File: src/rtl/eth_pkg.sv
// ---------------------------------------------------------------------------
// eth_pkg -- shared definitions for the Ethernet TX arbiter slice.
//   arb_state_e    : arbiter FSM states (IDLE / GRANT / XFER)
//   FRAME_CNT_W    : width of frame byte counts and MAC byte addresses
//   MAC_DATA_W     : width of the TX data byte
//   N_REQ_DEFAULT  : default number of requesters (ARP, ICMP, UDP)
//   REQ_IDX_W      : width of a requester index (covers up to MAX_REQ)
//   onehot_to_idx  : converts a one-hot requester vector into its index
// ---------------------------------------------------------------------------
package eth_pkg;

    typedef enum logic [1:0] {
        ST_IDLE  = 2'd0,
        ST_GRANT = 2'd1,
        ST_XFER  = 2'd2
    } arb_state_e;

    localparam int FRAME_CNT_W   = 11;
    localparam int MAC_DATA_W    = 8;
    localparam int N_REQ_DEFAULT = 3;
    localparam int MAX_REQ       = 8;
    localparam int REQ_IDX_W     = 3;

    // Highest set bit wins; callers only pass one-hot or all-zero vectors.
    function automatic logic [REQ_IDX_W-1:0] onehot_to_idx(input logic [MAX_REQ-1:0] oh);
        logic [REQ_IDX_W-1:0] idx;
        idx = '0;
        for (int i = 0; i < MAX_REQ; i++) begin
            if (oh[i]) begin
                idx = REQ_IDX_W'(i);
            end else begin
                idx = idx;
            end
        end
        return idx;
    endfunction

endpackage

File: src/rtl/eth_tx_arbiter_if.sv
// ---------------------------------------------------------------------------
// eth_tx_arbiter_if -- bundle of all requester-side and MAC-side signals of
// the TX arbiter.
//   Requester side : req_vld, req_count, req_data (to arbiter)
//                    req_busy, req_adv, req_last, req_addr (from arbiter)
//   MAC side       : mac_tx_vld, mac_tx_count, mac_tx_data (to MAC)
//                    mac_tx_busy, mac_tx_adv, mac_tx_last, mac_tx_addr (from MAC)
//   Status         : grant (one-hot owner), tmo_pulse (GRANT timeout)
// Modports: slave = the arbiter, master = requesters + MAC (environment).
// ---------------------------------------------------------------------------
interface eth_tx_arbiter_if
    import eth_pkg::*;
#(
    parameter int N_REQ = N_REQ_DEFAULT
) ();

    logic [N_REQ-1:0]                       req_vld;
    logic [N_REQ-1:0][FRAME_CNT_W-1:0]      req_count;
    logic [N_REQ-1:0][MAC_DATA_W-1:0]       req_data;
    logic [N_REQ-1:0]                       req_busy;
    logic [N_REQ-1:0]                       req_adv;
    logic [N_REQ-1:0]                       req_last;
    logic [FRAME_CNT_W-1:0]                 req_addr;

    logic                                   mac_tx_vld;
    logic [FRAME_CNT_W-1:0]                 mac_tx_count;
    logic [MAC_DATA_W-1:0]                  mac_tx_data;
    logic                                   mac_tx_busy;
    logic                                   mac_tx_adv;
    logic                                   mac_tx_last;
    logic [FRAME_CNT_W-1:0]                 mac_tx_addr;

    logic [N_REQ-1:0]                       grant;
    logic                                   tmo_pulse;

    modport slave (
        input  req_vld, req_count, req_data,
        input  mac_tx_busy, mac_tx_adv, mac_tx_last, mac_tx_addr,
        output req_busy, req_adv, req_last, req_addr,
        output mac_tx_vld, mac_tx_count, mac_tx_data,
        output grant, tmo_pulse
    );

    modport master (
        output req_vld, req_count, req_data,
        output mac_tx_busy, mac_tx_adv, mac_tx_last, mac_tx_addr,
        input  req_busy, req_adv, req_last, req_addr,
        input  mac_tx_vld, mac_tx_count, mac_tx_data,
        input  grant, tmo_pulse
    );

endinterface

File: src/rtl/eth_tx_arbiter_rr_pick.sv
// ---------------------------------------------------------------------------
// rr_pick -- purely combinational round-robin picker.
//   req        in  N : request vector
//   last_owner in  3 : index of the previous owner
//   winner     out N : one-hot winner, first set bit searching upward from
//                      last_owner+1 and wrapping at N
//   valid      out 1 : at least one request is present
// ---------------------------------------------------------------------------
module rr_pick
    import eth_pkg::*;
#(
    parameter int N = N_REQ_DEFAULT
) (
    input  logic [N-1:0]         req,
    input  logic [REQ_IDX_W-1:0] last_owner,
    output logic [N-1:0]         winner,
    output logic                 valid
);

    int   idx_s;
    logic found_s;

    // Walk N positions starting just above last_owner; first request hit wins.
    always_comb begin
        winner  = '0;
        found_s = 1'b0;
        idx_s   = 0;
        for (int k = 1; k <= N; k++) begin
            idx_s = int'({29'd0, last_owner}) + k;
            if (idx_s >= N) begin
                idx_s = idx_s - N;
            end else begin
                idx_s = idx_s;
            end
            if (!found_s && req[idx_s]) begin
                winner[idx_s] = 1'b1;
                found_s       = 1'b1;
            end else begin
                found_s = found_s;
            end
        end
    end

    assign valid = |req;

endmodule

File: src/rtl/eth_tx_arbiter.sv
// ---------------------------------------------------------------------------
// eth_tx_arbiter -- shares one MAC TX port between N_REQ frame requesters.
//   clk      : single clock, rising edge
//   reset_n  : synchronous active-low reset
//   bus      : eth_tx_arbiter_if.slave (requester + MAC signals, grant,
//              tmo_pulse)
// A requester is picked round-robin while the MAC is idle (GRANT), the MAC
// start strobe is issued for one cycle, and ownership is kept until the MAC
// reports the last byte (XFER). If the MAC never goes busy within GRANT_TMO
// cycles the grant is abandoned and tmo_pulse flags it.
// ---------------------------------------------------------------------------
module eth_tx_arbiter
    import eth_pkg::*;
#(
    parameter int N_REQ     = N_REQ_DEFAULT,
    parameter int GRANT_TMO = 16
) (
    input  logic                  clk,
    input  logic                  reset_n,
    eth_tx_arbiter_if.slave       bus
);

    localparam int                TMO_W    = (GRANT_TMO > 1) ? $clog2(GRANT_TMO) : 1;
    localparam logic [TMO_W-1:0]  TMO_LAST = TMO_W'(GRANT_TMO - 1);

    arb_state_e               state_q,        state_d;
    logic [N_REQ-1:0]         grant_q,        grant_d;
    logic [REQ_IDX_W-1:0]     last_owner_q,   last_owner_d;
    logic                     mac_tx_vld_q,   mac_tx_vld_d;
    logic [FRAME_CNT_W-1:0]   mac_tx_count_q, mac_tx_count_d;
    logic                     tmo_pulse_q,    tmo_pulse_d;
    logic [TMO_W-1:0]         tmo_cnt_q,      tmo_cnt_d;

    logic [N_REQ-1:0]         win_s;
    logic                     win_vld_s;
    logic                     take_s;
    logic [FRAME_CNT_W-1:0]   cnt_sel_s;
    logic [MAC_DATA_W-1:0]    data_sel_s;

    rr_pick #(.N(N_REQ)) u_rr_pick (
        .req        (bus.req_vld),
        .last_owner (last_owner_q),
        .winner     (win_s),
        .valid      (win_vld_s)
    );

    // A grant is taken only from IDLE and only while the MAC is free.
    assign take_s = (state_q == ST_IDLE) & win_vld_s & ~bus.mac_tx_busy;

    // AND-OR muxes: byte count of the winner, data byte of the current owner.
    always_comb begin
        cnt_sel_s  = '0;
        data_sel_s = '0;
        for (int i = 0; i < N_REQ; i++) begin
            cnt_sel_s  = cnt_sel_s  | (bus.req_count[i] & {FRAME_CNT_W{win_s[i]}});
            data_sel_s = data_sel_s | (bus.req_data[i]  & {MAC_DATA_W{grant_q[i]}});
        end
    end

    // FSM next-state and next-output computation.
    always_comb begin
        state_d        = state_q;
        grant_d        = grant_q;
        last_owner_d   = last_owner_q;
        mac_tx_vld_d   = 1'b0;
        mac_tx_count_d = mac_tx_count_q;
        tmo_pulse_d    = 1'b0;
        tmo_cnt_d      = tmo_cnt_q;
        case (state_q)
            ST_IDLE: begin
                if (take_s) begin
                    state_d        = ST_GRANT;
                    grant_d        = win_s;
                    mac_tx_count_d = cnt_sel_s;
                    mac_tx_vld_d   = 1'b1;
                    tmo_cnt_d      = '0;
                end else begin
                    grant_d = '0;
                end
            end
            ST_GRANT: begin
                // mac_tx_last is deliberately not looked at here.
                if (bus.mac_tx_busy) begin
                    state_d = ST_XFER;
                end else if (tmo_cnt_q == TMO_LAST) begin
                    // Abandon without moving last_owner so the same
                    // requester keeps its turn.
                    state_d     = ST_IDLE;
                    grant_d     = '0;
                    tmo_pulse_d = 1'b1;
                end else begin
                    tmo_cnt_d = tmo_cnt_q + TMO_W'(1);
                end
            end
            ST_XFER: begin
                if (bus.mac_tx_last) begin
                    state_d      = ST_IDLE;
                    grant_d      = '0;
                    last_owner_d = onehot_to_idx(MAX_REQ'(grant_q));
                end else begin
                    state_d = ST_XFER;
                end
            end
            default: begin
                state_d = ST_IDLE;
                grant_d = '0;
            end
        endcase
    end

    // State and registered-output flops with synchronous reset.
    always_ff @(posedge clk) begin
        if (!reset_n) begin
            state_q        <= ST_IDLE;
            grant_q        <= '0;
            last_owner_q   <= REQ_IDX_W'(N_REQ - 1);
            mac_tx_vld_q   <= 1'b0;
            mac_tx_count_q <= '0;
            tmo_pulse_q    <= 1'b0;
            tmo_cnt_q      <= '0;
        end else begin
            state_q        <= state_d;
            grant_q        <= grant_d;
            last_owner_q   <= last_owner_d;
            mac_tx_vld_q   <= mac_tx_vld_d;
            mac_tx_count_q <= mac_tx_count_d;
            tmo_pulse_q    <= tmo_pulse_d;
            tmo_cnt_q      <= tmo_cnt_d;
        end
    end

    // Non-owners see the MAC as busy whenever it is claimed; in the IDLE
    // cycle where a grant is taken the losers already see busy, while the
    // winner sees the raw (idle) MAC state.
    assign bus.req_busy = {N_REQ{bus.mac_tx_busy}}
                        | ({N_REQ{state_q != ST_IDLE}} & ~grant_q)
                        | ({N_REQ{take_s}} & ~win_s);

    assign bus.req_adv      = {N_REQ{bus.mac_tx_adv}}  & grant_q;
    assign bus.req_last     = {N_REQ{bus.mac_tx_last}} & grant_q;
    assign bus.req_addr     = bus.mac_tx_addr;
    assign bus.mac_tx_data  = (state_q != ST_IDLE) ? data_sel_s : 8'h00;
    assign bus.mac_tx_vld   = mac_tx_vld_q;
    assign bus.mac_tx_count = mac_tx_count_q;
    assign bus.grant        = grant_q;
    assign bus.tmo_pulse    = tmo_pulse_q;

endmodule

File: src/flat_wrapper.sv
// flat-port wrapper written by rule: the top's interface ports become plain ports
module eth_tx_arbiter_flat import eth_pkg::*;
#(
    parameter int N_REQ     = N_REQ_DEFAULT,
    parameter int GRANT_TMO = 16
)
  (clk, reset_n, bus_req_vld, bus_req_count, bus_req_data, bus_mac_tx_busy, bus_mac_tx_adv, bus_mac_tx_last, bus_mac_tx_addr, bus_req_busy, bus_req_adv, bus_req_last, bus_req_addr, bus_mac_tx_vld, bus_mac_tx_count, bus_mac_tx_data, bus_grant, bus_tmo_pulse);
  eth_tx_arbiter_if #(.N_REQ(N_REQ)) bus_i ();
  input  logic clk;
  input  logic reset_n;
  input wire logic [$bits(bus_i.req_vld)-1:0] bus_req_vld;
  input wire logic [$bits(bus_i.req_count)-1:0] bus_req_count;
  input wire logic [$bits(bus_i.req_data)-1:0] bus_req_data;
  input wire logic [$bits(bus_i.mac_tx_busy)-1:0] bus_mac_tx_busy;
  input wire logic [$bits(bus_i.mac_tx_adv)-1:0] bus_mac_tx_adv;
  input wire logic [$bits(bus_i.mac_tx_last)-1:0] bus_mac_tx_last;
  input wire logic [$bits(bus_i.mac_tx_addr)-1:0] bus_mac_tx_addr;
  output wire logic [$bits(bus_i.req_busy)-1:0] bus_req_busy;
  output wire logic [$bits(bus_i.req_adv)-1:0] bus_req_adv;
  output wire logic [$bits(bus_i.req_last)-1:0] bus_req_last;
  output wire logic [$bits(bus_i.req_addr)-1:0] bus_req_addr;
  output wire logic [$bits(bus_i.mac_tx_vld)-1:0] bus_mac_tx_vld;
  output wire logic [$bits(bus_i.mac_tx_count)-1:0] bus_mac_tx_count;
  output wire logic [$bits(bus_i.mac_tx_data)-1:0] bus_mac_tx_data;
  output wire logic [$bits(bus_i.grant)-1:0] bus_grant;
  output wire logic [$bits(bus_i.tmo_pulse)-1:0] bus_tmo_pulse;
  assign bus_i.req_vld = bus_req_vld;
  assign bus_i.req_count = bus_req_count;
  assign bus_i.req_data = bus_req_data;
  assign bus_i.mac_tx_busy = bus_mac_tx_busy;
  assign bus_i.mac_tx_adv = bus_mac_tx_adv;
  assign bus_i.mac_tx_last = bus_mac_tx_last;
  assign bus_i.mac_tx_addr = bus_mac_tx_addr;
  assign bus_req_busy = bus_i.req_busy;
  assign bus_req_adv = bus_i.req_adv;
  assign bus_req_last = bus_i.req_last;
  assign bus_req_addr = bus_i.req_addr;
  assign bus_mac_tx_vld = bus_i.mac_tx_vld;
  assign bus_mac_tx_count = bus_i.mac_tx_count;
  assign bus_mac_tx_data = bus_i.mac_tx_data;
  assign bus_grant = bus_i.grant;
  assign bus_tmo_pulse = bus_i.tmo_pulse;
  eth_tx_arbiter #(.N_REQ(N_REQ), .GRANT_TMO(GRANT_TMO)) u_core (.clk(clk), .reset_n(reset_n), .bus(bus_i));
endmodule
File: config.mk
export PLATFORM = sky130hd
export DESIGN_NAME = eth_tx_arbiter_flat
export DESIGN_NICKNAME = d
export VERILOG_FILES = /design/src/rtl/eth_pkg.sv /design/src/rtl/eth_tx_arbiter_if.sv /design/src/rtl/eth_tx_arbiter_rr_pick.sv /design/src/rtl/eth_tx_arbiter.sv /design/src/flat_wrapper.sv
export SDC_FILE = /design/constraint.sdc
export NUM_CORES = 1
export LEC_CHECK = 0
export ABC_AREA = 1
export BUFFER_PORTS_ARGS = -buffer_cell sky130_fd_sc_hd__buf_4
export CAP_MARGIN = 5
export CORE_MARGIN = 3
export CORE_UTILIZATION = 39
export CTS_BUF_LIST = sky130_fd_sc_hd__clkbuf_4
export DETAILED_ROUTE_END_ITERATION = 16
export PLACE_DENSITY = 0.79
export SLEW_MARGIN = 20
export SYNTH_ARGS = -nofsm -noshare
export SYNTH_HDL_FRONTEND = slang
export SYNTH_SLANG_ARGS = --single-unit
File: constraint.sdc
create_clock -name clk -period 1.9 [get_ports clk]
set_input_delay 0.285 -clock clk [delete_from_list [all_inputs] [get_ports clk]]
set_output_delay 0.285 -clock clk [all_outputs]
set_load 0.03 [all_outputs]
======== Yosys cells after proc, flatten, opt, wreduce, memory -nomap -nowiden ========
Cells that the tools add are included.
storage, ports and cells
  flip-flop bits (word level) ............. 25
  logic and storage cells ................. 117
cells by class
  mux-type cells .......................... 42
  bitwise operators ....................... 25
  add/subtract/negate cells ............... 7
  eq/ne operators ......................... 9
  order comparisons ....................... 9
  reduce and logical (&&, ||, !) cells .... 18
operators with widths
  kind                                                                                  number
  32-bit by 1-bit greater-or-equal comparator with 1-bit output, second input constant  3
  32-bit by 4-bit less-than comparator with 1-bit output, second input constant         3
  32-bit 2-to-1 mux                                                                     3
  11-bit bitwise AND                                                                    3
  32-bit by 3-bit greater-or-equal comparator with 1-bit output, second input constant  1
  32-bit by 3-bit subtractor with 32-bit output, second input constant                  1
  8-bit bitwise AND                                                                     3
  11-bit bitwise OR                                                                     2
  3-bit 2-to-1 mux                                                                      7
  8-bit bitwise OR                                                                      2
  1-bit 2-to-1 mux                                                                      14
  3-bit bitwise AND                                                                     4
  4-bit 2-to-1 mux                                                                      3
  3-bit bitwise OR                                                                      4
  2-bit 2-to-1 mux                                                                      5
  4-bit by 2-bit subtractor with 5-bit output, second input constant                    2
  3-bit one-hot mux with 3 select lines                                                 1
  3-bit by 2-bit adder with 4-bit output, second input constant                         2
  4-bit by 2-bit greater-or-equal comparator with 1-bit output, second input constant   2
  8-bit 2-to-1 mux                                                                      1
  4-bit one-hot mux with 2 select lines                                                 1
  2-bit AND reduction                                                                   4
  1-bit binary-select mux with 2-bit select                                             3
  1-bit demux with 2-bit select                                                         3
  other kinds (19)                                                                      33

======== Longest topological paths before layout ========
  word-level depth ........................ 16
  depth in mapped cells ................... 15
  mapped depth without buffers ............ 14

======== Hierarchy ========
A second synthesis with hierarchy kept.
second synthesis, totals
  cell total of the unflattened synthesis .. 375
  area total of the unflattened synthesis .. 2277.2 um2
by module, submodules not included
  module          seq. area each (um2)  times used  cells an instance  area each (um2)
  eth_tx_arbiter  480.5                 1           249                1584.0
  rr_pick         0.0                   1           126                693.2

======== Worst setup path before layout ========
OpenSTA, ideal clock, no wires.
  path kind ............................... reg2out
  start point ............................. reg u_core.last_owner_q[0]
  end point ............................... out bus_req_busy[0]
  data arrival time ....................... 2.214 ns
  slack ................................... -0.599 ns
  data required time ...................... 1.615 ns
  cell stages (with the launch flop) ...... 13
  path through ............................ dfxtp_1 > inv_1 > ha_1 > inv_2 > nand2_2 > nand3_2 > nand2_2 > nand3_1 > nand2_1 > inv_1 > nand2_2 > buf_6 > o21ai_0
on the way
  longest elaborated chain between the ends .. 16
  elaborated cells between the ends (all ways) .. 50
  classes of those cells .................. add/sub (6); order compare (9); mux (23); bitwise (5); reduce/logical (7)
RTL lines
  what                                                                                                    RTL line                      RTL
  start, declared                                                                                         eth_tx_arbiter.sv:28          logic [REQ_IDX_W-1:0] last_owner_q, last_owner_d;
  start signal, assigned                                                                                  eth_tx_arbiter.sv:116         last_owner_q <= REQ_IDX_W'(N_REQ - 1);
  start signal, assigned                                                                                  eth_tx_arbiter.sv:124         last_owner_q <= last_owner_d;
  parallel branches: the longest is 12 deep, another holds 32-bit by 3-bit subtractor with 32-bit output  --
  3-bit 2-to-1 mux (*)                                                                                    eth_tx_arbiter_rr_pick.sv:35  if (!found_s && req[idx_s]) begin
  3-bit inverter (*)                                                                                      eth_tx_arbiter.sv:137         | ({N_REQ{take_s}} & ~win_s);
  3-bit bitwise AND (*)                                                                                   eth_tx_arbiter.sv:137
  3-bit bitwise OR (*)                                                                                    eth_tx_arbiter.sv:137
  end, declared                                                                                           flat_wrapper.sv:18            output wire logic [$bits(bus_i.req_busy)-1:0] bus_req_busy;
Mark *: on every way between the ends. The select of a mux whose other input is x is not followed.

======== Worst setup path in the final report ========
  start point ............................. reg u_core.last_owner_q[1]
  end point ............................... out bus_req_busy[1]
The elaborated chain is that of the path after synthesis.

==> impl_metrics.ini <==
[outcome]
status = finished with violations
violations = negative setup slack

[timing]
hold_slack_ps = 187.1
setup_viol = 3
setup_slack_ps = -333.4
finalMaxSlewViolations = 0
maxSlewHeadroom_pct = 67.54
setup_tns_ps = -920.5
finalCritPeriodShare_pct = 117.5
min_period_ps = 2233
rsz0062_at_grt = yes
fin_skew_ps = 11.12
hold_viol_final = 0
fmax_mhz = 447.8
worst_pin_slew_ps = 486.3

[power_and_ir_drop]
p_total_w = 0.001262
cellLeakagePower_nw = 1.522
p_per_area_nw_per_um2 = 468.0
peakVddDrop_mv = 0.4047

[floorplanning]
boundaryPins = 120
coreArea_um2 = 4173
die_h_um = 73.14
floorplan.die_area_um2 = 5349
initial_utilization_pct = 42.13
die_x_um = 73.14
core.rowCount = 23

[synth]
ys_types = 22
synth_edf_count = 0
synthCells = 302
synthArstFlopShare_pct = 0
netlist_area_um2 = 1758
ys_ff_latch = 24
synth_fp_nets = 385
ys.flop_type = dfxtp_1
yosys_warnings = 0
syn_avg_cell_area_um2 = 5.821
yosysSeqAreaShare_pct = 27.33

[cts]
clock_path_buffers = 2
htreeDepth = 1
cts_root_buffer = clkbuf_4
cts.sinks = 24
clk_latency_ps = 300
numCtsBuffers = 3
hold_buffers = 0
clk_pin_slew_worst_paths_ps = 120
cts_tree = yes

[setup_path]
setup.worst_path.start_class = register
setup.worst_path.class = register to primary output
reg2reg_depth = 13
r2r_setup_slack_ps = 10
critPathRequiredTime_ps = 1620
worst_setup_path_end_kind = primary output
rr_startpoint = u_core.last_owner_q[1]$_SDFFE_PN1P_
path_max_fanout = 7
crit_arrival_ps = 1950
r2r-end = u_core.bus.mac_tx_count[10]$_SDFFE_PN0P_

[drt]
ant_nets = 0
wire_per_inst_um = 12.28
wirelength_um = 5487
drtIter0Drc = 93
drc_errors = 0
via_per_inst = 4.848
dr.pass1.iters = 4
num_vias = 2167

[cells_and_area]
multi_input_area_um2 = 1139
area_growth_pct = 53.38
nets = 482
ff_latch_area_um2 = 483.0
fillers = 398
antenna_cells = 0
utilization_pct = 64.62
drive_gt1_share_pct = 36.27

[hold_path]
min_to = u_core.bus.tmo_pulse$_SDFF_PP0_
min_delay_path_depth = 2
min-delay-path-class = input pin to register
min-delay-start = bus_mac_tx_busy

[global_route]
grt_usage_pct = 19.76
grt_pass1_vias = 2008
grt_max_degree = 14
grt_pass1_wl_um = 8652
gr-total-overflow = 0
antenna_found_initial = 0

[flow_run]
max_cap_viol_count = 0

[place]
gp_congestion = 0.9726
hpwl_um = 4209
portBuffers = 97
place_ws_ps = -51.86
## power by group
part / internal (W) / leakage [nW] / total (W) / switching, W
clock network: 0.0000739 / 0.0138 / 0.000207 / 0.000133
registers: 0.000531 / 0.196 / 0.000553 / 0.0000222
logic: 0.000226 / 1.31 / 0.000502 / 0.000276
total: 0.000830 / 1.52 / 0.00126 / 0.000432
## cell usage in the layout (no fill, tap or decap), types with 3 or more instances in the layout
| cell type | synthesis | layout |
|---|---|---|
| a21oi_1 | 9 | 9 |
| nand2_1 | 141 | 133 |
| nand3_2 | 1 | 3 |
| nand4_1 | 3 | 3 |
| clkbuf_4 | 0 | 3 |
| nor2_1 | 15 | 15 |
| ha_1 | 7 | 4 |
| buf_4 | 12 | 108 |
| dfxtp_1 | 24 | 22 |
| nand2_2 | 5 | 9 |
| buf_6 | 3 | 3 |
| nand2_4 | 0 | 4 |
| inv_1 | 34 | 30 |
| nand3_1 | 32 | 29 |
## how the worst max path moves through the flow
stage                                             start         endpoint  slack, ps  cells after the start
finish              u_core.last_owner_q[1]$_SDFFE_PN1P_  bus_req_busy[1]       -330                     11
global route        u_core.last_owner_q[1]$_SDFFE_PN1P_  bus_req_busy[1]       -450                     11
CTS                 u_core.last_owner_q[1]$_SDFFE_PN1P_  bus_req_busy[2]       -240                      9
detailed placement  u_core.last_owner_q[1]$_SDFFE_PN1P_  bus_req_busy[2]        -50                      9
global placement    u_core.last_owner_q[1]$_SDFFE_PN1P_  bus_req_busy[1]         20                     11
floorplan           u_core.last_owner_q[1]$_SDFFE_PN1P_  bus_req_busy[2]          7                      9
## registers in the layout, indices dropped and copies added (netlist names)
signal	cells
u_core.bus.mac_tx_count	11
u_core.tmo_cnt_q	4
u_core.bus.grant	3
u_core.last_owner_q	2
u_core.state_q	2
u_core.bus.mac_tx_vld	1
u_core.bus.tmo_pulse	1
## through the flow
step,cell area [µm²],instances
6_report,2696,447
5_1_grt,2696,447
4_1_cts,2641,448
3_5_place_dp,2536,439
3_3_place_gp,2536,439
2_1_floorplan,1818,302
## what timing repair did
item,4_1_cts,5_1_grt
buffers inserted,6,4
resized for setup,15,15
pin swaps,9,10
setup endpoints to repair,3,17
## cell usage after synthesis, types with 2 or more instances
library cell / number / area (µm²)
buf_6: 3 / 33.78
inv_1: 34 / 127.6
a21oi_1: 9 / 45.04
nor2_1: 15 / 56.30
dfxtp_1: 24 / 480.5
nand3_1: 32 / 160.2
o221ai_1: 2 / 17.52
nand2_1: 141 / 529.3
clkbuf_1: 3 / 11.26
o21ai_0: 4 / 20.02
nand4_1: 3 / 18.77
buf_4: 12 / 90.09
nand2_2: 5 / 31.28
ha_1: 7 / 87.58
## layer usage
metal | part of all wire (%) | global-route usage, %
met5 | 0 | 0
met2 | 50 | 36.25
met4 | 2.1 | 4.713
met3 | 11 | 6.336
met1 | 37 | 21.79
## cell families (layout without fill, tap and decap cells)
kind of cell	after synthesis	count (layout)	share of synthesized area (%)
simple gates	198	198	46.19
fa+ha+maj	7	7	4.982
buf+inv	55	150	15.66
compound gates	18	18	5.837
flops	24	24	27.33
## critical path, stage by stage, from the launching register on
cell and delay [ps]:
dfxtp_2 380, inv_4 50, ha_4 340, inv_6 70, nand2_1 60, nand2_1 60
nand2_1 80, nand2_2 70, nand4_1 150, nand2_2 90, o221ai_4 140, buf_6 160
## final cells by class
type	instances	area share (%)
inverters	36	5.383
flip-flops and latches	24	17.91
repair buffers	111	31.32
clock buffers	3	0.8353
well taps	50	2.320
multi-input cells	223	42.23
Power figures use the tool's default switching activity.
